<file path="src/rtl/cv_pkg.sv">
// Shared types, widths and tile arithmetic helpers for the convolution tile scheduler.
package cv_pkg;
   localparam int DW  = 13;
   localparam int LW_ = 11;

   typedef enum logic [2:0] {
      S_IDLE,
      S_LW,
      S_LIF,
      S_COMP,
      S_SOF,
      S_NEXT,
      S_DONE
   } state_t;

   // Layer geometry in DW-bit signed form; nbase is -pad, the input-space origin offset.
   typedef struct packed {
      logic signed [DW-1:0] o_lim;
      logic signed [DW-1:0] h_lim;
      logic signed [DW-1:0] w_lim;
      logic signed [DW-1:0] t_o;
      logic signed [DW-1:0] t_h;
      logic signed [DW-1:0] t_w;
      logic signed [DW-1:0] k;
      logic signed [DW-1:0] nbase;
   } layer_t;

   function automatic logic signed [DW-1:0] tsize(input logic [LW_-1:0] v);
      return (v == '0) ? DW'(1) : DW'(v);
   endfunction

   function automatic logic signed [DW-1:0] tile_ext(input logic signed [DW-1:0] size,
                                                     input logic signed [DW-1:0] remaining,
                                                     input logic signed [DW-1:0] k);
      logic signed [DW-1:0] m;
      m = (size < remaining) ? size : remaining;
      return m + k - DW'(1);
   endfunction

   function automatic logic nonpos(input logic signed [DW-1:0] v);
      return v[DW-1] | (v == '0);
   endfunction
endpackage

</file>
<file path="src/rtl/cv_tile_scheduler_if.sv">
// Decoder/loader/PE-facing signal bundle of the tile scheduler.
interface cv_tile_scheduler_if;
   import cv_pkg::*;

   logic                 start;
   logic [LW_-1:0]       I, O, H, W, TO, TH, TW;
   logic [4:0]           K;
   logic [1:0]           pad;
   logic                 busy, layer_done;
   logic                 load_weight, load_input, store_output, dl_done;
   logic                 pe_compute, pe_compute_done;
   logic signed [DW-1:0] Iori, Oori, Hori, Wori;
   logic signed [DW-1:0] Iext, Oext, Hext, Wext;

   modport master (
      output start, I, O, H, W, TO, TH, TW, K, pad, dl_done, pe_compute_done,
      input  busy, layer_done, load_weight, load_input, store_output, pe_compute,
      input  Iori, Oori, Hori, Wori, Iext, Oext, Hext, Wext
   );

   modport slave (
      input  start, I, O, H, W, TO, TH, TW, K, pad, dl_done, pe_compute_done,
      output busy, layer_done, load_weight, load_input, store_output, pe_compute,
      output Iori, Oori, Hori, Wori, Iext, Oext, Hext, Wext
   );
endinterface

</file>
<file path="src/rtl/cv_tile_counter.sv">
// Stepped tile counter: walks 0..limit-1 in steps and registers the tile
// origin (count + base), the clipped extent and the last-tile flag.
module cv_tile_counter
   import cv_pkg::*;
(
   input  logic                 clk,
   input  logic                 rst_n,
   input  logic                 i_init,
   input  logic                 i_adv,
   input  logic signed [DW-1:0] i_base,
   input  logic signed [DW-1:0] i_step,
   input  logic signed [DW-1:0] i_limit,
   input  logic signed [DW-1:0] i_k,
   output logic signed [DW-1:0] o_value,
   output logic signed [DW-1:0] o_ext,
   output logic                 o_last
);
   logic signed [DW-1:0] r_cnt, r_value, r_ext, w_next;
   logic                 r_last;

   // Advancing from the last tile wraps to 0 so the enclosing loop level can carry.
   always_comb begin
      w_next = r_cnt;
      if (i_init)
         w_next = '0;
      else if (i_adv)
         w_next = r_last ? '0 : r_cnt + i_step;
   end

   always_ff @(posedge clk or negedge rst_n) begin
      if (!rst_n) begin
         r_cnt   <= '0;
         r_value <= '0;
         r_ext   <= '0;
         r_last  <= 1'b0;
      end else if (i_init || i_adv) begin
         r_cnt   <= w_next;
         r_value <= w_next + i_base;
         r_ext   <= tile_ext(i_step, i_limit - w_next, i_k);
         r_last  <= (w_next + i_step >= i_limit);
      end
   end

   assign o_value = r_value;
   assign o_ext   = r_ext;
   assign o_last  = r_last;
endmodule

</file>
<file path="src/rtl/cv_tile_scheduler.sv">
// Layer sequencer: walks output tiles (ot, ht, wt) and drives the loader/PE
// through load-weight, load-input, compute and store-output for each tile.
module cv_tile_scheduler
   import cv_pkg::*;
(
   input logic                clk,
   input logic                rst_n,
   cv_tile_scheduler_if.slave bus
);
   state_t               r_state, w_state_nxt;
   layer_t               w_raw, r_lay, w_lay;
   logic signed [DW-1:0] r_iext;
   logic                 w_init, w_adv_o, w_adv_h, w_adv_w;
   logic                 w_last_o, w_last_h, w_last_w;
   logic signed [DW-1:0] w_oori, w_oext, w_hori, w_hext, w_wori, w_wext;

   always_comb begin
      w_raw.o_lim = DW'(bus.O);
      w_raw.h_lim = DW'(bus.H) + DW'({bus.pad, 1'b0}) - DW'(bus.K) + DW'(1);
      w_raw.w_lim = DW'(bus.W) + DW'({bus.pad, 1'b0}) - DW'(bus.K) + DW'(1);
      w_raw.t_o   = tsize(bus.TO);
      w_raw.t_h   = tsize(bus.TH);
      w_raw.t_w   = tsize(bus.TW);
      w_raw.k     = DW'(bus.K);
      w_raw.nbase = DW'(0) - DW'(bus.pad);
   end

   // Counters are seeded in the accept cycle, before r_lay holds the new layer.
   assign w_lay = (r_state == S_IDLE) ? w_raw : r_lay;

   always_ff @(posedge clk or negedge rst_n) begin
      if (!rst_n) begin
         r_state <= S_IDLE;
         r_lay   <= '0;
         r_iext  <= '0;
      end else begin
         r_state <= w_state_nxt;
         if (w_init) begin
            r_lay  <= w_raw;
            r_iext <= DW'(bus.I);
         end
      end
   end

   always_comb begin
      w_state_nxt = r_state;
      w_init      = 1'b0;
      w_adv_o     = 1'b0;
      w_adv_h     = 1'b0;
      w_adv_w     = 1'b0;
      case (r_state)
         S_IDLE: if (bus.start) begin
            w_init      = 1'b1;
            w_state_nxt = (nonpos(w_raw.h_lim) || nonpos(w_raw.w_lim)) ? S_DONE : S_LW;
         end
         S_LW:   if (bus.dl_done)         w_state_nxt = S_LIF;
         S_LIF:  if (bus.dl_done)         w_state_nxt = S_COMP;
         S_COMP: if (bus.pe_compute_done) w_state_nxt = S_SOF;
         S_SOF:  if (bus.dl_done)         w_state_nxt = S_NEXT;
         S_NEXT: begin
            if (w_last_w && w_last_h && w_last_o) begin
               w_state_nxt = S_DONE;
            end else begin
               w_adv_w     = 1'b1;
               w_adv_h     = w_last_w;
               w_adv_o     = w_last_w && w_last_h;
               w_state_nxt = (w_last_w && w_last_h) ? S_LW : S_LIF;
            end
         end
         S_DONE:  w_state_nxt = S_IDLE;
         default: w_state_nxt = S_IDLE;
      endcase
   end

   cv_tile_counter u_cnt_o (
      .clk(clk), .rst_n(rst_n), .i_init(w_init), .i_adv(w_adv_o),
      .i_base('0), .i_step(w_lay.t_o), .i_limit(w_lay.o_lim), .i_k(DW'(1)),
      .o_value(w_oori), .o_ext(w_oext), .o_last(w_last_o)
   );

   cv_tile_counter u_cnt_h (
      .clk(clk), .rst_n(rst_n), .i_init(w_init), .i_adv(w_adv_h),
      .i_base(w_lay.nbase), .i_step(w_lay.t_h), .i_limit(w_lay.h_lim), .i_k(w_lay.k),
      .o_value(w_hori), .o_ext(w_hext), .o_last(w_last_h)
   );

   cv_tile_counter u_cnt_w (
      .clk(clk), .rst_n(rst_n), .i_init(w_init), .i_adv(w_adv_w),
      .i_base(w_lay.nbase), .i_step(w_lay.t_w), .i_limit(w_lay.w_lim), .i_k(w_lay.k),
      .o_value(w_wori), .o_ext(w_wext), .o_last(w_last_w)
   );

   assign bus.busy         = (r_state != S_IDLE);
   assign bus.layer_done   = (r_state == S_DONE);
   assign bus.load_weight  = (r_state == S_LW);
   assign bus.load_input   = (r_state == S_LIF);
   assign bus.pe_compute   = (r_state == S_COMP);
   assign bus.store_output = (r_state == S_SOF);
   assign bus.Iori         = '0;
   assign bus.Iext         = r_iext;
   assign bus.Oori         = w_oori;
   assign bus.Oext         = w_oext;
   assign bus.Hori         = w_hori;
   assign bus.Hext         = w_hext;
   assign bus.Wori         = w_wori;
   assign bus.Wext         = w_wext;
endmodule

</file>
<file path="src/flat_wrapper.sv">
// flat-port wrapper written by rule: the top's interface ports become plain ports
module cv_tile_scheduler_flat import cv_pkg::*;
  (clk, rst_n, bus_start, bus_I, bus_O, bus_H, bus_W, bus_TO, bus_TH, bus_TW, bus_K, bus_pad, bus_dl_done, bus_pe_compute_done, bus_busy, bus_layer_done, bus_load_weight, bus_load_input, bus_store_output, bus_pe_compute, bus_Iori, bus_Oori, bus_Hori, bus_Wori, bus_Iext, bus_Oext, bus_Hext, bus_Wext);
  cv_tile_scheduler_if bus_i ();
  input logic clk;
  input logic rst_n;
  input wire logic [$bits(bus_i.start)-1:0] bus_start;
  input wire logic [$bits(bus_i.I)-1:0] bus_I;
  input wire logic [$bits(bus_i.O)-1:0] bus_O;
  input wire logic [$bits(bus_i.H)-1:0] bus_H;
  input wire logic [$bits(bus_i.W)-1:0] bus_W;
  input wire logic [$bits(bus_i.TO)-1:0] bus_TO;
  input wire logic [$bits(bus_i.TH)-1:0] bus_TH;
  input wire logic [$bits(bus_i.TW)-1:0] bus_TW;
  input wire logic [$bits(bus_i.K)-1:0] bus_K;
  input wire logic [$bits(bus_i.pad)-1:0] bus_pad;
  input wire logic [$bits(bus_i.dl_done)-1:0] bus_dl_done;
  input wire logic [$bits(bus_i.pe_compute_done)-1:0] bus_pe_compute_done;
  output wire logic [$bits(bus_i.busy)-1:0] bus_busy;
  output wire logic [$bits(bus_i.layer_done)-1:0] bus_layer_done;
  output wire logic [$bits(bus_i.load_weight)-1:0] bus_load_weight;
  output wire logic [$bits(bus_i.load_input)-1:0] bus_load_input;
  output wire logic [$bits(bus_i.store_output)-1:0] bus_store_output;
  output wire logic [$bits(bus_i.pe_compute)-1:0] bus_pe_compute;
  output wire logic [$bits(bus_i.Iori)-1:0] bus_Iori;
  output wire logic [$bits(bus_i.Oori)-1:0] bus_Oori;
  output wire logic [$bits(bus_i.Hori)-1:0] bus_Hori;
  output wire logic [$bits(bus_i.Wori)-1:0] bus_Wori;
  output wire logic [$bits(bus_i.Iext)-1:0] bus_Iext;
  output wire logic [$bits(bus_i.Oext)-1:0] bus_Oext;
  output wire logic [$bits(bus_i.Hext)-1:0] bus_Hext;
  output wire logic [$bits(bus_i.Wext)-1:0] bus_Wext;
  assign bus_i.start = bus_start;
  assign bus_i.I = bus_I;
  assign bus_i.O = bus_O;
  assign bus_i.H = bus_H;
  assign bus_i.W = bus_W;
  assign bus_i.TO = bus_TO;
  assign bus_i.TH = bus_TH;
  assign bus_i.TW = bus_TW;
  assign bus_i.K = bus_K;
  assign bus_i.pad = bus_pad;
  assign bus_i.dl_done = bus_dl_done;
  assign bus_i.pe_compute_done = bus_pe_compute_done;
  assign bus_busy = bus_i.busy;
  assign bus_layer_done = bus_i.layer_done;
  assign bus_load_weight = bus_i.load_weight;
  assign bus_load_input = bus_i.load_input;
  assign bus_store_output = bus_i.store_output;
  assign bus_pe_compute = bus_i.pe_compute;
  assign bus_Iori = bus_i.Iori;
  assign bus_Oori = bus_i.Oori;
  assign bus_Hori = bus_i.Hori;
  assign bus_Wori = bus_i.Wori;
  assign bus_Iext = bus_i.Iext;
  assign bus_Oext = bus_i.Oext;
  assign bus_Hext = bus_i.Hext;
  assign bus_Wext = bus_i.Wext;
  cv_tile_scheduler u_core (.clk(clk), .rst_n(rst_n), .bus(bus_i));
endmodule
</file>
<file path="config.mk">
export PLATFORM = sky130hd
export DESIGN_NAME = cv_tile_scheduler_flat
export DESIGN_NICKNAME = d
export VERILOG_FILES = /design/src/rtl/cv_pkg.sv /design/src/rtl/cv_tile_scheduler_if.sv /design/src/rtl/cv_tile_counter.sv /design/src/rtl/cv_tile_scheduler.sv /design/src/flat_wrapper.sv
export SDC_FILE = /design/constraint.sdc
export NUM_CORES = 1
export LEC_CHECK = 0
export ABC_AREA = 1
export BUFFER_PORTS_ARGS = -buffer_cell sky130_fd_sc_hd__buf_4
export CORE_MARGIN = 1.5
export CORE_UTILIZATION = 56
export DETAILED_ROUTE_END_ITERATION = 6
export GPL_TIMING_DRIVEN = 0
export PLACE_DENSITY = 0.9
export SLEW_MARGIN = 5
export SYNTH_ARGS = -nofsm -noshare
export SYNTH_HDL_FRONTEND = slang
export SYNTH_SLANG_ARGS = --single-unit
</file>
<file path="constraint.sdc">
create_clock -name clk -period 7.15 [get_ports clk]
set_clock_uncertainty 0.05 [all_clocks]
set_input_delay 0.715 -clock clk [delete_from_list [all_inputs] [get_ports clk]]
set_output_delay 0.715 -clock clk [all_outputs]
set_load 0.05 [all_outputs]
</file>
======== Yosys cells after proc, flatten, opt, wreduce, memory -nomap -nowiden ========
Index checks and enable logic that the tools add are counted.
operators by class
  magnitude comparators ................... 6
  bitwise operators ....................... 2
  equal/unequal tests ..................... 11
  reductions and logical operators ........ 14
  add/subtract/negate cells ............... 24
  muxes and demuxes ....................... 33
operator list
  operator                                                               count
  13-bit two-way mux                                                     12
  13-bit adder                                                           10
  102-bit two-way mux                                                    1
  13-bit >= comparator                                                   3
  13-bit less-than comparator                                            3
  13-bit subtractor                                                      3
  13-bit by 2-bit subtractor with 13-bit output (second input constant)  3
  11-bit zero test                                                       3
  11-bit two-way mux                                                     3
  13-bit by 1-bit adder with 13-bit output (second input constant)       2
  13-bit zero test                                                       2
  13-bit by 5-bit subtractor with 13-bit output                          2
  11-bit by 3-bit adder with 12-bit output                               2
  3-bit two-way mux                                                      7
  3-bit case mux with 6 select lines                                     1
  13-bit by 2-bit adder with 13-bit output (second input constant)       1
  2-bit != test (second input constant)                                  5
  3-bit == test (second input constant)                                  3
  1-bit two-way mux                                                      8
  3-bit by 2-bit == test with 1-bit output (second input constant)       2
  5-bit AND reduction                                                    1
  1-bit logical OR                                                       4
  3-bit by 1-bit == test with 1-bit output (second input constant)       1
  3-bit zero test                                                        1
  other kinds (5)                                                        7
storage, ports and cells
  logic and storage cells ................. 111
  input port bits ......................... 89
  output and inout port bits .............. 110
  flip-flop bits (word level) ............. 215

======== Logic depth before layout (Yosys ltp) ========
Gate-level depths: netlist of run 1.
  depth in word-level cells ............... 13
  mapped depth ............................ 55
  depth with buffers taken out ............ 54

======== By module ========
A second synthesis of run 1 with hierarchy kept.
unflattened totals
  cells, all modules ...................... 3117
  area total of the unflattened synthesis .. 21835.9 µm²
by module, submodules not included
  module                            area an instance (µm²)  instances  cells an instance
  cv_tile_scheduler                 6324.8                  1          943
  cv_tile_counter (u_core.u_cnt_o)  5188.7                  1          728
  cv_tile_counter (u_core.u_cnt_w)  5162.5                  1          721
  cv_tile_counter (u_core.u_cnt_h)  5159.9                  1          725

======== Worst setup path before layout of run 1 ========
No wires, ideal clock.
  path kind ............................... input -> register
  start ................................... input bus_pad[0]
  end ..................................... register u_core.u_cnt_w.r_ext[11] (netlist: u_core.u_cnt_w.o_ext[11])
  stages on the path ...................... 48
  slack ................................... -0.427 ns
  arrival ................................. 7.462 ns
  setup time .............................. 0.066 ns
  buffers on the path ..................... 2
  path through ............................ ha_1 -> fa_1 -> xor2_1 -> ha_1 -> ha_1 -> nand3_1 -> nand3_1 -> nand2_1 -> nand2_1 -> nand2_1 -> nand2_1 -> inv_1 -> ha_1 -> nand2_1 -> nor3_1 -> a21o_1 -> a21oi_1 -> o21ai_0 -> [12 not listed] -> clkbuf_1 -> inv_1 -> clkbuf_1 -> o21ai_0 -> ha_1 -> inv_1 -> ha_1 -> fa_1 -> nand3_1 -> nand2_1 -> a21oi_1 -> o21ai_0 -> nand2_1 -> a21oi_1 -> nor2_1 -> xor2_1 -> nand2_1 -> nand2_1
between the ends
  longest elaborated chain between the ends .. 9
ends and longest elaborated chain
  element                                            RTL line                 text
  start, declared                                    flat_wrapper.sv:16       input wire logic [$bits(bus_i.pad)-1:0] bus_pad;
  11-bit by 3-bit adder with 12-bit output (*)       cv_tile_scheduler.sv:20  w_raw.w_lim = DW'(bus.W) + DW'({bus.pad, 1'b0}) - DW'(bus.K) + DW'(1);
  13-bit by 5-bit subtractor with 13-bit output (*)  cv_tile_scheduler.sv:20
  13-bit by 1-bit adder with 13-bit output (*)       cv_tile_scheduler.sv:20
  102-bit two-way mux (*)                            cv_tile_scheduler.sv:29  assign w_lay = (r_state == S_IDLE) ? w_raw : r_lay;
  13-bit subtractor (*)                              cv_tile_counter.sv:39    r_ext <= tile_ext(i_step, i_limit - w_next, i_k);
  13-bit less-than comparator                        cv_pkg.sv:36             m = (size < remaining) ? size : remaining;
  13-bit two-way mux (*)                             cv_pkg.sv:36
  13-bit adder (*)                                   cv_pkg.sv:37             return m + k - DW'(1);
  13-bit by 2-bit subtractor with 13-bit output (*)  cv_pkg.sv:37
  end signal, assigned                               cv_tile_counter.sv:39
  end, declared                                      cv_tile_counter.sv:18    logic signed [DW-1:0] r_cnt, r_value, r_ext, w_next;
Mark *: on every way between the ends. The rest lies on a longest branch, timed or not.
A chain may end at the register's enable or synchronous reset.

======== Worst setup path after layout of run 1 ========
  start ................................... register u_core.r_state[1]
  end ..................................... register u_core.u_cnt_w.r_ext[11] (netlist: u_core.u_cnt_w.o_ext[11])
between the ends
  longest elaborated chain between the ends .. 11
  elaborated cells between the ends (all ways) .. 15
  those cells by class .................... 4 x add/sub; 1 x order compare; 1 x eq/ne; 7 x mux; 2 x reduce/logical
ends and longest elaborated chain
  element                                        RTL line                                          text
  start, declared                                cv_tile_scheduler.sv:10                           state_t r_state, w_state_nxt;
  start signal, assigned                         cv_tile_scheduler.sv:37                           r_state <= w_state_nxt;
  3-bit zero test                                cv_tile_scheduler.sv:29, cv_tile_scheduler.sv:51
  102-bit two-way mux                            cv_tile_scheduler.sv:29
  13-bit adder                                   cv_tile_counter.sv:27                             w_next = r_last ? '0 : r_cnt + i_step;
  13-bit two-way mux                             cv_tile_counter.sv:27
  13-bit two-way mux                             cv_tile_counter.sv:26                             else if (i_adv)
  13-bit two-way mux                             cv_tile_counter.sv:24                             if (i_init)
  13-bit subtractor                              cv_tile_counter.sv:39
  13-bit less-than comparator                    cv_pkg.sv:36
  13-bit two-way mux                             cv_pkg.sv:36
  13-bit adder                                   cv_pkg.sv:37
  13-bit by 2-bit subtractor with 13-bit output  cv_pkg.sv:37
Several ways; a longest one is shown, not always the timed one.

==> results of run 1 <==
==> layout make-up <==
| cell class | instances | area [µm²] | share of cell area [%] |
|---|---|---|---|
| buffer | 73 | 442 | 1.82 |
| clock buffer | 18 | 439 | 1.81 |
| clock inverter | 14 | 186 | 0.769 |
| inverter | 458 | 1730 | 7.12 |
| multi-input combinational | 2197 | 13800 | 57.1 |
| sequential | 199 | 4980 | 20.6 |
| tap | 455 | 569 | 2.35 |
| timing repair buffer | 263 | 2060 | 8.49 |
==> cell usage after synthesis, drive strengths merged (5+ instances only) <==
cell / number
nand4: 41
a22o: 6
o22ai: 6
o21a: 13
nand2: 785
a31oi: 19
a22oi: 6
xnor2: 40
dfrtp: 199
xor2: 70
nor2: 145
a211oi: 5
a21o: 9
fa: 17
a21oi: 193
or2: 33
o21bai: 9
buf: 44
nand3: 143
ha: 263
clkbuf: 31
nand3b: 6
o21ai: 323
inv: 458
nor3: 36
==> registers in the layout, indices dropped and copies added (netlist names), 11 cells and up <==
name	flops
u_core.u_cnt_w.r_cnt	13
u_core.u_cnt_h.r_cnt	13
u_core.u_cnt_h.o_value	13
u_core.u_cnt_h.o_ext	13
u_core.u_cnt_w.o_ext	13
u_core.bus.Iext	11
u_core.u_cnt_o.o_value	13
u_core.u_cnt_w.o_value	13
u_core.r_lay	78
u_core.u_cnt_o.o_ext	13
==> cells in the final DEF (no fill, tap or decap), types with 6 or more instances in the layout <==
master	count
a21oi_1	170
fa_1	10
xor2_1	66
clkbuf_1	26
nor2_2	6
o21ai_2	25
a21o_1	9
nand3b_1	6
clkbuf_16	19
o21ai_4	15
o21bai_1	9
nand2_1	754
o21a_1	13
ha_4	24
buf_4	274
fa_2	7
nand2_2	27
xnor2_1	39
nor2_4	7
nor3_1	29
a31oi_1	18
ha_1	230
inv_1	432
nand3_1	130
ha_2	9
dfrtp_1	197
o21ai_0	245
conb_1	15
nor2_1	132
a21oi_2	23
or2_2	33
o21ai_1	38
buf_2	21
inv_2	24
nand3_2	13
nand4_1	41
==> cells by family after synthesis <==
kind of cell,Yosys count,share of synthesized area [%]
and+or+nand+nor,1193,25.1
AOI/OAI and AO/OA,599,16.1
xor gates and xnor gates,110,4.85
adders and majority gates,280,18.3
DFF,199,25.1
other,1,0.0189
buffers and inverters,533,10.6
==> critical path, delay by kind of cell, from the launching register on <==
kind	cells	cell delay, ps
AOI/OAI and AO/OA	13	2240
buffers and inverters	8	880
adders and majority gates	6	1770
DFF	1	440
xor gates and xnor gates	3	560
and+or+nand+nor	15	1450
==> routing by layer <==
layer  routed length [µm]  vias up
li1                     -    10113
met1                25400     9843
met2                28800     1560
met3                 8150      374
met4                 4460        0
met5                    0        -
==> per-stage QoR <==
| step | utilization [%] | hold slack [ps] | worst slack [ps] | instances | area [µm²] |
|---|---|---|---|---|---|
| global placement | 63.1 | 396 | -1530 | 3567 | 21900 |
| CTS | 67.1 | 32.4 | 4.95 | 3638 | 23300 |
| global route | 69.8 | 37.6 | -531 | 3677 | 24200 |
| floorplan | - | 369 | -2.75 | 2929 | 20000 |
| detailed placement | 63.3 | 401 | -1680 | 3569 | 22000 |
| finish | 69.8 | 12.4 | -322 | 3677 | 24200 |
==> path summary, 6_finish.rpt <==
| check | from | to | slack [ps] | depth (start not counted) |
|---|---|---|---|---|
| worst min register to register | u_core.r_lay[95] | u_core.r_lay[95] | 420 | 2 |
| worst max-delay path | u_core.r_state[1] | u_core.u_cnt_w.o_ext[11] | -320 | 45 |
| worst max register to register | u_core.r_state[1] | u_core.u_cnt_w.o_ext[11] | -320 | 45 |
| worst min-delay path | rst_n | u_core.r_lay[43] | 10 | 1 |
| min in group clk | bus_I[7] | u_core.bus.Iext[7] | 370 | 3 |
| max in group asynchronous | rst_n | u_core.u_cnt_w.r_cnt[0] | 5860 | 3 |
==> what timing repair did <==
action | CTS | global route
gates cloned | 0 | 2
resized for setup | 118 | 172
setup buffers | 39 | 37
endpoints found under the setup margin | 24 | 28
pin swaps | 29 | 77
==> flow_summary.yaml, run 1 <==
die:
  dieWidth_um: 191
  core_area_um2: 34700
  ios: 199
  start_util_pct: 57.2
  dieArea_um2: 36600
  core.rowCount: 68
  die_h_um: 191
clock_network:
  insertion_delay_ps: 490
  cts_hold_buf: 0
  numCtsBuffers: 17
  root_buffer: "clkbuf_16"
  cts_max_path_buffers: 2
  clock_sinks: 199
  clk_pin_slew_ps: 80
  tritoncts: "done"
  h-tree-depth: 4
synthesis:
  postSynth.asyncResetShare_pct: 100
  synth-edff-count: 0
  syn_area_um2: 19900
  synthCells: 2915
  ys_ff_latch: 199
  synth_area_leaders: "dfrtp_1 (25%), ha_1 (17%), nand2_1 (15%)"
  synth_ff_type: "dfrtp_1"
  syn_area_per_cell_um2: 6.82
  ys_seq_area_share_pct: 25.1
  synth_cell_type_count: 49
  yosysWarnings: 0
  synth_top_cell_by_area: "dfrtp_1"
  synth_top_area_share_pct: 25.1
placement:
  port_buffers: 183
  dp.final_hpwl_mm: 46.1
  gp_congestion: 0.993
sta:
  finalHoldViolCount: 0
  fin_crit_ps: 7470
  relSlewSlack_pct: 3.97
  drv_slew: 0
  tns_ps: -815
  fin_ws_ps: -322
  rsz0062_at_grt: "yes"
  setup_viol: 6
  max_freq_mhz: 134
  period_share_pct: 105
  worst_pin_slew_ps: 1430
finish:
  fillCellCount: 2571
  area_delta_synth_final_pct: 22.0
  drive_gt1_share_pct: 18.1
  nets: 3578
  num_antenna_cells: 0
route:
  routed_wirelength_mm: 66.8
  vias: 21890
  wl_per_cell_um: 18.2
  dr.pass1.iters: 7
  route.detailed.drc: 13
  ant_nets: 0
  via_per_inst: 5.95
  dr.first_iter.drc_count: 2665
critical_path:
  cp_slowest_cell: "dfrtp_2"
  critPathCaptureType: "register"
  required_ps: 7520
  crit_fanout: 7
  crit_top_cell: "nand2_1"
  cp.arrival_ps: 7840
  slowest_delay_ps: 440
  critical_path_class: "reg -> reg"
  startpoint_type: "register"
run_status:
  status: "finished with violations"
  violations: "DRC, setup timing"
grt:
  use_met3_pct: 7.10
  grt_pass1_wl_mm: 97.1
  overflow: 0
  grt_pass1_vias: 19864
  met2_usage_pct: 51.6
  top_usage_layer: "met2"
  grt_usage_pct: 33.6
  grt_use_met1_pct: 43.6
  grt_max_degree: 94
  antenna_found_initial: 0
job:
  cap_violations: 0
min_path:
  hold_class: "in -> async"
Power of run 1 is not shown: default switching activity piles up to over one toggle a cycle in this logic, so the estimate is an artifact.
==> run 2: changes to the inputs <==
--- a/config.mk
+++ b/config.mk
@@ -8,10 +8,11 @@
 export ABC_AREA = 1
 export BUFFER_PORTS_ARGS = -buffer_cell sky130_fd_sc_hd__buf_4
 export CORE_MARGIN = 1.5
-export CORE_UTILIZATION = 56
+export CORE_UTILIZATION = 57
+export CTS_BUF_LIST = sky130_fd_sc_hd__clkbuf_8
 export DETAILED_ROUTE_END_ITERATION = 6
 export GPL_TIMING_DRIVEN = 0
-export PLACE_DENSITY = 0.9
+export PLACE_DENSITY = 0.91
 export SLEW_MARGIN = 5
 export SYNTH_ARGS = -nofsm -noshare
 export SYNTH_HDL_FRONTEND = slang
==> run 2 against run 1 <==
  * The run ends with setup timing left
  * Global-route usage shrank 0.48 points
  * Non-clock buffer count shrank 8
  * Sequential cell count is the same
  * Hold slack gained 72 ps
  * First-iteration DRC count shrank 3.5%
  * Highest routed layer unchanged
  * Routed wire length shrank 3.7%
  * Critical path depth grew 5
  * Die area shrank 1.7%
  * Setup slack gained 120 ps
  * Critical endpoint is now u_core.u_cnt_h.o_ext[11]
  * Register-to-register slack gained 120 ps
==> flow_summary.yaml, run 2 (synthesis results as in run 1) <==
critical_path:
  worstSetupStartpoint: "u_core.r_state[1]"
  cp.arrival_ps: 7770
  critPathTopFamily: "simple AND/OR/NAND/NOR gates"
  reg2reg_from: "u_core.r_state[1]"
  slowest_delay_ps: 430
  cp_slowest_cell: "dfrtp_1"
  timing.rr.end: "u_core.u_cnt_h.o_ext[11]"
  startpoint_type: "register"
  cp-endpoint: "u_core.u_cnt_h.o_ext[11]"
  crit_fanout: 17
  crit_top_cell: "nand2_1"
  required_ps: 7570
  critical_path_class: "reg -> reg"
  critPathCaptureType: "register"
  cp.depth: 50
  reg2reg_slack_ps: -200
  r2r.worst_path.cells: 50
  crit_buf_inv: 8
clock_network:
  clk_pin_slew_ps: 130
  clock_sinks: 199
  numCtsBuffers: 17
  insertion_delay_ps: 550
  cts_max_path_buffers: 2
  tritoncts: "done"
  root_buffer: "clkbuf_8"
  h-tree-depth: 4
route:
  routed_wirelength_mm: 64.3
  ant_nets: 0
  vias: 21390
  dr.first_iter.drc_count: 2571
  via_per_inst: 5.83
  route.detailed.drc: 0
  dr.pass1.iters: 7
  wl_per_cell_um: 17.5
placement:
  gp_congestion: 1.00
  port_buffers: 183
  placed_area_um2: 21900
  place_ws_ps: -1750
  dp.final_hpwl_mm: 45.8
finish:
  final_common_cell: "nand2_1"
  regMostFlops: "u_core.r_lay"
  area_delta_synth_final_pct: 21.0
  drive_gt1_share_pct: 17.5
  largest_reg_flops: 78
  nets: 3570
  fin_area_um2: 24000
  most-common-layout-cells: "nand2_1 (759), inv_1 (434), buf_4 (268), o21ai_0 (252), ha_1 (230)"
  fin_util_pct: 69.8
  fillCellCount: 2608
sta:
  setup_viol: 5
  worst_pin_slew_ps: 1200
  drv_slew: 0
  fin_crit_ps: 7350
  finalHoldViolCount: 0
  rsz0062_at_grt: "yes"
  max_freq_mhz: 136
  fin_ws_ps: -198
  period_share_pct: 103
  relSlewSlack_pct: 19.9
run_status:
  status: "finished with violations"
  violations: "setup timing"
grt:
  grt_pass1_wl_mm: 94.9
  overflow: 0
  grt_pass1_vias: 19251
  grt_usage_pct: 33.1
  grt_max_degree: 116
  antenna_found_initial: 0
die:
  core.rowCount: 68
  ios: 199
  dieWidth_um: 190
  start_util_pct: 57.7
  die_h_um: 190
  core_area_um2: 34500
  dieArea_um2: 36000
job:
  cap_violations: 0
min_path:
  hold_class: "in -> async"
==> run 2: cell count changes in the layout (fill, tap and decap cells not counted), sizes merged <==
cell      change
clkinvlp      +2
diode         +1
clkbuf        -4
clkinv        -3
bufinv        -1
inv           +3
buf           -5
==> run 2: layer usage <==
metal | global-route usage, % | part of all wire (%) | vias to the layer above
li1 | - | - | 10069
met1 | 42.8 | 39 | 9717
met2 | 52.3 | 44 | 1277
met3 | 6.97 | 11 | 327
met4 | 16.9 | 6.6 | 0
met5 | 0 | 0 | -
==> run 2: final cells by class <==
class                           instances  area [µm²]  area share, %
Multi-Input combinational cell       2197       13900           57.9
Timing Repair Buffer                  257        1980           8.24
Clock inverter                         15         174          0.723
Inverter                              458        1740           7.25
Antenna cell                            1        2.50         0.0104
Sequential cell                       199        4980           20.7
Clock buffer                           17         234          0.973
Buffer                                 71         424           1.76
Tap cell                              455         569           2.37
==> run 2: worst min path at each step <==
| stage | from | to | slack [ps] | cells after the start |
|---|---|---|---|---|
| 2_1_floorplan | rst_n | u_core.bus.Iext[0] | 370 | 0 |
| 3_3_place_gp | u_core.r_lay[97] | u_core.r_lay[97] | 400 | 2 |
| 3_5_place_dp | u_core.r_lay[100] | u_core.r_lay[100] | 400 | 2 |
| 4_1_cts | rst_n | u_core.r_lay[44] | 140 | 1 |
| 5_1_grt | rst_n | u_core.r_lay[44] | 150 | 1 |
| 6_report | rst_n | u_core.r_lay[44] | 80 | 1 |
==> run 2: timing repair <==
action                                  CTS  global route
resized for setup                       130           160
buffers inserted                         32            40
pin swaps                                31            71
gates cloned                              0             1
endpoints found under the setup margin   24            21
hold buffers                              0             0
==> run 2: stage by stage <==
stage | TNS (ps) | hold slack [ps] | std cells
2_1_floorplan | -2.75 | 369 | 2929
3_3_place_gp | -25490 | 396 | 3567
3_5_place_dp | -28320 | 404 | 3568
4_1_cts | 0 | 136 | 3630
5_1_grt | -3990 | 155 | 3669
6_report | -472 | 84.7 | 3670
Power of run 2 is left out for the same reason.
